`config.mk`:
```
export PLATFORM = sky130hd
export DESIGN_NAME = t01_vga_fb_arbiter
export DESIGN_NICKNAME = d
export VERILOG_FILES = /design/src/rtl/t01_vga_fb_arbiter.sv
export SDC_FILE = /design/constraint.sdc
export NUM_CORES = 1
export LEC_CHECK = 0
export CAP_MARGIN = 20
export CORE_MARGIN = 5
export CORE_UTILIZATION = 44
export DETAILED_ROUTE_END_ITERATION = 8
export PLACE_DENSITY = 0.87
export SYNTH_ARGS = -nofsm -noshare
export SYNTH_HDL_FRONTEND = slang
export SYNTH_SLANG_ARGS = --single-unit
```
`constraint.sdc`:
```
create_clock -name clk -period 6.19 [get_ports clk]
set_input_delay 1.238 -clock clk [delete_from_list [all_inputs] [get_ports clk]]
set_output_delay 1.238 -clock clk [all_outputs]
set_load 0.01 [all_outputs]
```
`src/rtl/t01_vga_fb_arbiter.sv`:
```
// Framebuffer arbiter: 160x120x3 SRAM shared by VGA display reads (priority) and two round-robin writers.
// Optional T01_FB_WRITE_GUARD_EN drops out-of-range writes and raises a sticky wr_err.
module t01_vga_fb_arbiter (
    input  logic        clk,
    input  logic        rst_n,
    input  logic        de,
    input  logic [9:0]  x_in,
    input  logic [9:0]  y_in,
    output logic [2:0]  color_out,
    input  logic        req_a,
    input  logic [14:0] addr_a,
    input  logic [2:0]  data_a,
    output logic        ack_a,
    input  logic        req_b,
    input  logic [14:0] addr_b,
    input  logic [2:0]  data_b,
    output logic        ack_b,
    output logic        mem_en,
    output logic        mem_we,
    output logic [14:0] mem_addr,
    output logic [2:0]  mem_wdata,
    input  logic [2:0]  mem_rdata,
    output logic        wr_err
);

    localparam logic [14:0] FB_SIZE  = 15'd19200;
    localparam logic [7:0]  LAST_COL = 8'd159;
    localparam logic [9:0]  LAST_Y   = 10'd479;

    typedef enum logic [1:0] {BLANK, ACTIVE, PRELOAD} state_t;

    state_t      state_q;
    state_t      state_cur;
    logic [9:0]  y_last_p1;
    logic        rd_vld_p1;
    logic        last_b;
    logic        disp_rd;
    logic [14:0] rd_addr;
    logic [9:0]  y_nxt;
    logic [7:0]  col_nxt;
    logic        grant_a;
    logic        grant_b;
    logic [14:0] wr_addr;
    logic [2:0]  wr_data;

    function automatic logic [14:0] fb_addr(input logic [7:0] row, input logic [7:0] col);
        return ({7'd0, row} << 7) + ({7'd0, row} << 5) + {7'd0, col};
    endfunction

    // state_cur is the state of the present cycle, so PRELOAD coincides with the first de=0 cycle
    always_comb begin
        state_cur = state_q;
        case (state_q)
            BLANK:   if (de) state_cur = ACTIVE;
            ACTIVE:  if (!de) state_cur = PRELOAD;
            PRELOAD: state_cur = BLANK;
            default: state_cur = BLANK;
        endcase
    end

    always_ff @(posedge clk or negedge rst_n) begin
        if (!rst_n) begin
            state_q <= BLANK;
        end else begin
            state_q <= state_cur;
        end
    end

    // stage p0: display read address, one framebuffer pixel ahead of the beam
    always_comb begin
        col_nxt = (x_in[9:2] >= LAST_COL) ? 8'd0 : x_in[9:2] + 8'd1;
        y_nxt   = (y_last_p1 == LAST_Y) ? 10'd0 : y_last_p1 + 10'd1;
        disp_rd = 1'b0;
        rd_addr = '0;
        if (state_cur == ACTIVE && x_in[1:0] == 2'b10) begin
            disp_rd = rst_n;
            rd_addr = fb_addr(y_in[9:2], col_nxt);
        end else if (state_cur == PRELOAD) begin
            disp_rd = rst_n;
            rd_addr = fb_addr(y_nxt[9:2], 8'd0);
        end
    end

    always_comb begin
        grant_a   = 1'b0;
        grant_b   = 1'b0;
        mem_en    = 1'b0;
        mem_we    = 1'b0;
        mem_addr  = '0;
        mem_wdata = '0;
        if (disp_rd) begin
            mem_en   = 1'b1;
            mem_addr = rd_addr;
        end else if (rst_n) begin
            if (req_a && (!req_b || last_b)) begin
                grant_a = 1'b1;
            end else if (req_b) begin
                grant_b = 1'b1;
            end
        end
        wr_addr = grant_a ? addr_a : addr_b;
        wr_data = grant_a ? data_a : data_b;
        if (grant_a || grant_b) begin
`ifdef T01_FB_WRITE_GUARD_EN
            if (wr_addr < FB_SIZE) begin
                mem_en    = 1'b1;
                mem_we    = 1'b1;
                mem_addr  = wr_addr;
                mem_wdata = wr_data;
            end
`else
            mem_en    = 1'b1;
            mem_we    = 1'b1;
            mem_addr  = wr_addr;
            mem_wdata = wr_data;
`endif
        end
    end

    assign ack_a = grant_a;
    assign ack_b = grant_b;

    // stage p1: read data returns one cycle after the display read
    always_ff @(posedge clk or negedge rst_n) begin
        if (!rst_n) begin
            rd_vld_p1 <= 1'b0;
            color_out <= '0;
            last_b    <= 1'b1;
        end else begin
            rd_vld_p1 <= disp_rd;
            if (rd_vld_p1) color_out <= mem_rdata;
            if (grant_a) begin
                last_b <= 1'b0;
            end else if (grant_b) begin
                last_b <= 1'b1;
            end
        end
    end

    always_ff @(posedge clk) begin
        if (state_cur == ACTIVE) y_last_p1 <= y_in;
    end

`ifdef T01_FB_WRITE_GUARD_EN
    always_ff @(posedge clk or negedge rst_n) begin
        if (!rst_n) begin
            wr_err <= 1'b0;
        end else if ((grant_a || grant_b) && wr_addr >= FB_SIZE) begin
            wr_err <= 1'b1;
        end
    end
`else
    assign wr_err = 1'b0;
`endif

endmodule

```
==> flow_summary_export.csv, run 1 <==
group,metric,value,unit
run_status,status,"complete, but fails checks",
run_status,violations,"negative setup slack",
placed_design,hpwl,5.56,mm
power,peakVddDrop,0.0000957,V
placed_design,port-buffer-count,88,
hold_path,min_path_type,"reg2reg",
power,p_per_area,149,nW/um^2
detailed_routing,drt_iter0_markers,124,
grt,grt_pass1_wl,10.6,mm
layout,layout-drive-gt1-share,0.115,
synthesis,synth_cells,251,
layout,final_cell_mix,"80 x clkdlybuf4s50_1, 21 x ha_1, 17 x nor2_1, 16 x o21ai_0, 14 x buf_4",
timing,min_period,6.22,ns
placed_design,dp_slack,-0.391,ns
clock_network,clock_sinks,17,
floorplanning,rows,25,
floorplanning,initial_utilization,0.457,
synthesis,ys_warn_count,0,
synthesis,yosysUniqueCellTypes,56,
clock_network,h-tree-depth,1,
clock_network,cts_tree,"built",
timing,clock_skew,0.00316,ns
floorplanning,die_w,80.3,um
synthesis,netlist_area,2170,um^2
detailed_routing,ant_nets,0,
timing,finalSetupTns,-0.0303,ns
placed_design,globalplace.congestion,0.856,
detailed_routing,dr_total_vias,2349,
timing,hold_viol,0,
setup_path,crit_path_max_fanout,3,
synthesis,synth_ff_type,"edfxtp_1",
clock_network,cts-root-buf,"clkbuf_8",
layout,fin_nets,436,
detailed_routing,wl,6.75,mm
clock_network,clk_pin_slew,0.07,ns
detailed_routing,dr.pass1.iters,4,
detailed_routing,viasPerCell,5.67,
timing,relSlewSlack,0.382,
detailed_routing,drcViolationCount,0,
grt,grt_max_degree,20,
setup_path,slowest_delay,0.49,ns
setup_path,worstPathArrival,4.98,ns
layout,fin_area,3270,um^2
floorplanning,pin_count,90,
clock_network,cts_made_buffers,3,
power,total_leakage_power,1.36,nW
synthesis,synth.yosys.seq_area_share,0.219,
timing,max_freq,161,MHz
synthesis,synth_nets,339,
setup_path,critical_path_class,"in2out",
timing,drv_slew,0,
grt,antenna_found_initial,0,
layout,layout_commonest_cell,"clkdlybuf4s50_1",
layout,syn_to_final_growth,50.3,%
timing,hold_ws,0.510,ns
synthesis,synth_area_per_cell,8.66,um^2
setup_path,crit_chain,"clkdlybuf4s50_1 > nand3_1 > nor2_1 > or3_1 > mux2_2 > fa_1 > inv_1 > fa_2 > a211oi_4 > o21bai_1 > a21oi_2 > xnor2_1 > a222oi_1 > o21ai_1 > dlygate4sd2_1",
floorplanning,die-area,6450,um^2
placed_design,dp_cells,409,
timing,worst_pin_slew,0.925,ns
floorplanning,core_area,4750,um^2
clock_network,clk_path_buf_depth,2,
floorplanning,die_h,80.3,um
setup_path,critical_path.endpoint_type,"output port",
flow_run,drv_cap,0,
layout,final_cells,414,
setup_path,start_kind,"primary input",
timing,finalWorstSetupSlack,-0.0303,ns
placed_design,dpl-instance-area,3180,um^2
grt,grt-ovfl-total,0,
detailed_routing,wl_per_cell,16.3,um
synthesis,async_reset_ff_frac,0.412,
grt,grt_pass1_vias,2452,
setup_path,required,4.95,ns
timing,setup_viol,1,
timing,rsz0062_at_grt,"true",
synthesis,synth_edf_count,10,
layout,n_antenna_cell,0,
synthesis,synth-seq-cells,17,
clock_network,clk-insertion-delay-late,0.25,ns
timing,period_share,1.00,
grt,grt_usage,0.208,
setup_path,critPathSlowestCell,"fa_1",
==> kinds of logic (layout without fill, tap and decap cells) <==
| logic type | after synthesis | in the layout | synth area share |
|---|---|---|---|
| AO/OA/AOI/OAI | 85 | 85 | 0.274 |
| AND/OR/NAND/NOR | 74 | 74 | 0.189 |
| adder cells (fa/ha/maj) | 24 | 24 | 0.145 |
| buffers and inverters | 22 | 118 | 0.0489 |
| XOR/XNOR | 17 | 17 | 0.0685 |
| flip-flops | 17 | 17 | 0.219 |
| multiplexers | 11 | 11 | 0.0529 |
| other | 1 | 1 | 0.00172 |
==> report_power, final <==
part           switching [mW]  internal, mW
combinational           0.121         0.139
sequential             0.0110         0.135
clock                  0.0374        0.0456
==> through the flow <==
stage | util | total power, mW
6_report | 0.688 | 0.489
5_1_grt | 0.688 | 0.520
4_1_cts | 0.679 | 0.484
3_5_place_dp | 0.668 | 0.400
3_3_place_gp | 0.668 | 0.395
2_1_floorplan | - | 0.281
==> cell usage after synthesis, types with 2 or more instances <==
| library cell | count | area [um^2] |
|---|---|---|
| ha_1 | 22 | 275 |
| nor2_1 | 17 | 63.8 |
| o21ai_0 | 16 | 80.1 |
| inv_1 | 12 | 45.0 |
| nand2_1 | 12 | 45.0 |
| a22oi_1 | 11 | 82.6 |
| xnor2_1 | 11 | 96.3 |
| a21oi_1 | 10 | 50.1 |
| edfxtp_1 | 10 | 300 |
| nand3_1 | 9 | 45.0 |
| nor2b_1 | 9 | 56.3 |
| buf_2 | 7 | 35.0 |
| mux2i_1 | 7 | 70.1 |
| o21ai_1 | 7 | 35.0 |
| dfrtp_1 | 6 | 150 |
| xor2_1 | 6 | 52.6 |
| nor3_1 | 5 | 25.0 |
| a211oi_1 | 4 | 30.0 |
| a21o_1 | 4 | 30.0 |
| mux2_2 | 4 | 45.0 |
| o31ai_1 | 4 | 30.0 |
| a21boi_0 | 3 | 22.5 |
| a22o_1 | 3 | 26.3 |
| and3_1 | 3 | 18.8 |
| nand4_1 | 3 | 18.8 |
| nor3b_1 | 3 | 22.5 |
| o211ai_1 | 3 | 22.5 |
| o21bai_1 | 3 | 22.5 |
| or3_1 | 3 | 18.8 |
| a221o_1 | 2 | 20.0 |
| a221oi_1 | 2 | 17.5 |
| a31oi_1 | 2 | 12.5 |
| buf_4 | 2 | 15.0 |
| fa_1 | 2 | 40.0 |
| o221ai_2 | 2 | 30.0 |
| or2_2 | 2 | 12.5 |
==> per-layer routing <==
metal,routed length [um],up-vias,track usage
met5,0,-,0
met4,157,0,0.0777
met3,555,18,0.0549
met2,3490,108,0.387
met1,2550,1079,0.223
li1,-,1144,-
==> path summary, 6_finish.rpt <==
path / from / to / slack (ns) / cells after the start
max reg2reg: state_q[1]$_DFF_PN0_ / y_last_p1[4]$_DFFE_PN_ / 4.65 / 1
max in group asynchronous: rst_n / last_b$_DFFE_PN1N_ / 4.56 / 1
min: color_out[1]$_DFFE_PN0P_ / color_out[1]$_DFFE_PN0P_ / 0.51 / 1
min reg2reg: color_out[1]$_DFFE_PN0P_ / color_out[1]$_DFFE_PN0P_ / 0.51 / 1
min in group asynchronous: rst_n / color_out[1]$_DFFE_PN0P_ / 1.29 / 1
max: x_in[6] / mem_addr[12] / -0.03 / 15
==> critical path, delay by kind of cell <==
family,cells,cell delay (ns)
AO/OA/AOI/OAI,5,1.08
adder cells (fa/ha/maj),2,0.93
buffers and inverters,3,0.82
AND/OR/NAND/NOR,3,0.55
multiplexers,1,0.29
XOR/XNOR,1,0.10
==> cell type report <==
cell class | count | area [um^2]
Inverter | 12 | 45.0
Multi-Input combinational cell | 212 | 1640
Fill cell | 383 | 1490
Clock buffer | 4 | 45.0
Sequential cell | 17 | 477
Tap cell | 67 | 83.8
Timing Repair Buffer | 102 | 983
==> sequential cells by signal (all words and copies together), names as in the netlist <==
register / count
rd_vld_p1: 1
y_last_p1: 10
color_out: 3
state_q: 2
last_b: 1
==> what timing repair did <==
action	in CTS	in global routing
hold buffers	0	0
gates resized for setup	9	12
pin swaps	1	7
setup endpoints to repair	6	6
setup buffers	0	1
(Power assumes the default switching activity.)
==> run 2: changes to the inputs <==
--- a/config.mk
+++ b/config.mk
@@ -5,11 +5,14 @@
 export SDC_FILE = /design/constraint.sdc
 export NUM_CORES = 1
 export LEC_CHECK = 0
+export ABC_CLOCK_PERIOD_IN_PS = 6190
 export CAP_MARGIN = 20
+export CELL_PAD_IN_SITES_DETAIL_PLACEMENT = 2
+export CELL_PAD_IN_SITES_GLOBAL_PLACEMENT = 2
 export CORE_MARGIN = 5
-export CORE_UTILIZATION = 44
+export CORE_UTILIZATION = 24
 export DETAILED_ROUTE_END_ITERATION = 8
-export PLACE_DENSITY = 0.87
+export PLACE_DENSITY = 0.85
 export SYNTH_ARGS = -nofsm -noshare
 export SYNTH_HDL_FRONTEND = slang
 export SYNTH_SLANG_ARGS = --single-unit
==> run 2 against run 1 <==
Register-to-register slack got worse by 0.12 ns. Largest cell class unchanged. Via count increased by 3.3%. Global-route usage decreased by 5.1 points. Cell area increased by 2.1%. First-iteration DRC count decreased by 45%. The run now ends clean. Sequential power about the same. Clock power increased by 8.6%. Power increased by 5.0%. Die area increased by 72%. Maximum frequency increased by 4.1%. Sequential cell count unchanged.
==> flow_summary_export.csv, run 2 (synthesis results as in run 1) <==
group,metric,value,unit
flow_run,drv_cap,0,
layout,syn_to_final_growth,53.5,%
setup_path,crit_chain,"clkdlybuf4s50_1 > ha_2 > inv_1 > nor2_1 > or3_1 > mux2_2 > fa_1 > inv_1 > buf_4 > ha_1 > a211oi_2 > o21bai_2 > a21oi_2 > xnor2_1 > a221oi_2 > o41ai_1 > clkbuf_2",
detailed_routing,ant_nets,0,
layout,largest_reg_flops,10,
placed_design,hpwl,7.48,mm
floorplanning,core_area,8760,um^2
placed_design,dp_slack,-0.373,ns
floorplanning,initial_utilization,0.248,
run_status,status,"finished clean",
setup_path,critical_path.endpoint_type,"output port",
timing,finalSetupTns,0,ns
grt,grt_util_met3,0.0432,
setup_path,worstPathArrival,4.74,ns
timing,max_freq,167,MHz
layout,layout_commonest_cell,"clkdlybuf4s50_1",
grt,grt_pass1_wl,14.4,mm
grt,grt_pass1_vias,2839,
timing,finalWorstSetupSlack,0.213,ns
detailed_routing,wl_per_cell,19.3,um
grt,busiest_layer,"met2",
power,total_leakage_power,1.35,nW
layout,n_antenna_cell,0,
layout,final_cell_mix,"82 x clkdlybuf4s50_1, 21 x ha_1, 20 x buf_4, 17 x nor2_1, 15 x o21ai_0",
grt,grt_usage,0.158,
clock_network,clk_path_buf_depth,2,
setup_path,start_kind,"primary input",
power,p_per_area,154,nW/um^2
timing,rsz0062_at_grt,"false",
timing,drv_slew,0,
placed_design,port-buffer-count,88,
timing,min_period,5.98,ns
setup_path,reg2reg_slack,4.53,ns
clock_network,cts_made_buffers,3,
layout,reg_top3,"y_last_p1: 10 flops, color_out: 3 flops, state_q: 2 flops",
clock_network,cts-root-buf,"clkbuf_8",
clock_network,h-tree-depth,1,
floorplanning,die-area,11100,um^2
clock_network,clock_sinks,17,
clock_network,cts_tree,"built",
floorplanning,pin_count,90,
setup_path,crit_family,"adder cells",
floorplanning,rows,34,
timing,worst_pin_slew,1.02,ns
detailed_routing,dr_total_vias,2426,
hold_path,min_path_type,"reg2reg",
clock_network,clk-insertion-delay-late,0.26,ns
floorplanning,die_w,105,um
layout,fin_nets,442,
setup_path,crit_path_max_fanout,2,
detailed_routing,dr.pass1.iters,4,
timing,hold_viol,0,
grt,antenna_found_initial,0,
setup_path,critPathSlowestCell,"fa_1",
grt,grt_max_degree,20,
timing,relSlewSlack,0.317,
floorplanning,die_h,105,um
grt,grt-ovfl-total,0,
layout,layout-drive-gt1-share,0.150,
clock_network,clk_pin_slew,0.08,ns
power,total_power,513,uW
grt,met1_usage,0.173,
setup_path,crit_path_frequent_cell,"inv_1",
grt,use_met2,0.290,
clock_network,hold_buffers,0,
detailed_routing,viasPerCell,5.26,
layout,top_register,"y_last_p1",
timing,setup_viol,0,
timing,clock_skew,0.0147,ns
detailed_routing,drcViolationCount,0,
setup_path,slowest_delay,0.48,ns
setup_path,crit_buf_inv,5,
detailed_routing,wl,8.88,mm
setup_path,critical_path_class,"in2out",
layout,final_cells,461,
timing,period_share,0.966,
layout,fin_util,0.381,
power,peakVddDrop,0.0000641,V
setup_path,required,4.95,ns
placed_design,dp_cells,455,
placed_design,globalplace.congestion,0.885,
detailed_routing,drt_iter0_markers,68,
-- run 2: cell count changes in the layout (fill, tap and decap cells not counted), sizes merged --
cell,delta
buf,+5
clkbuf,+6
clkdlybuf4s50,+2
dlygate4sd2,-4
dlymetal6s2s,-3
-- run 2: timing repair --
| action | 4_1_cts | 5_1_grt |
|---|---|---|
| buffers inserted | 1 | 1 |
| cloned | 0 | 0 |
| pin swaps | 2 | 10 |
| setup endpoints to repair | 6 | 7 |
| resized for setup | 11 | 19 |
-- run 2: path summary, 6_finish.rpt --
path,cells after the start,startpoint,to
hold / removal,1,color_out[0]$_DFFE_PN0P_,color_out[0]$_DFFE_PN0P_
setup / recovery,17,x_in[3],mem_addr[11]
setup reg to reg,1,state_q[1]$_DFF_PN0_,y_last_p1[7]$_DFFE_PN_
min in group asynchronous,1,rst_n,color_out[0]$_DFFE_PN0P_
hold reg to reg,1,color_out[0]$_DFFE_PN0P_,color_out[0]$_DFFE_PN0P_
max in group asynchronous,1,rst_n,last_b$_DFFE_PN1N_
-- run 2: layout make-up --
| cell class | instances | area [um^2] |
|---|---|---|
| tap | 108 | 135 |
| inverter | 12 | 45.0 |
| multi-input combinational | 212 | 1630 |
| fill | 991 | 5430 |
| clock buffer | 4 | 45.0 |
| sequential | 17 | 477 |
| timing repair buffer | 108 | 1000 |
-- run 2: power by group --
part	switching, mW	total (mW)	internal, mW
clock network	0.0443	0.0901	0.0458
registers	0.0126	0.147	0.135
logic	0.133	0.276	0.143
total	0.189	0.513	0.323
-- run 2: per-layer routing --
| metal | share of wire | wire length [um] | up-vias |
|---|---|---|---|
| li1 | - | - | 1161 |
| met4 | 0.028 | 249 | 0 |
| met2 | 0.52 | 4580 | 73 |
| met5 | 0 | 0 | - |
| met1 | 0.39 | 3490 | 1177 |
| met3 | 0.064 | 566 | 15 |
-- run 2: through the flow --
step                      hold WS (ns)  instance area (um^2)
after floorplan                  0.485                  2170
after global placement           0.491                  3260
final                            0.519                  3340
after global routing             0.552                  3340
after CTS                        0.522                  3330
after detailed placement         0.505                  3260
==> run 3: changes to the inputs <==
--- a/config.mk
+++ b/config.mk
@@ -7,12 +7,10 @@
 export LEC_CHECK = 0
 export ABC_CLOCK_PERIOD_IN_PS = 6190
 export CAP_MARGIN = 20
-export CELL_PAD_IN_SITES_DETAIL_PLACEMENT = 2
-export CELL_PAD_IN_SITES_GLOBAL_PLACEMENT = 2
 export CORE_MARGIN = 5
-export CORE_UTILIZATION = 24
+export CORE_UTILIZATION = 44
 export DETAILED_ROUTE_END_ITERATION = 8
-export PLACE_DENSITY = 0.85
+export PLACE_DENSITY = 0.87
 export SYNTH_ARGS = -nofsm -noshare
 export SYNTH_HDL_FRONTEND = slang
 export SYNTH_SLANG_ARGS = --single-unit
==> results of run 3 <==
Same layout as run 1: the final DEF is identical, and so are final timing and power.
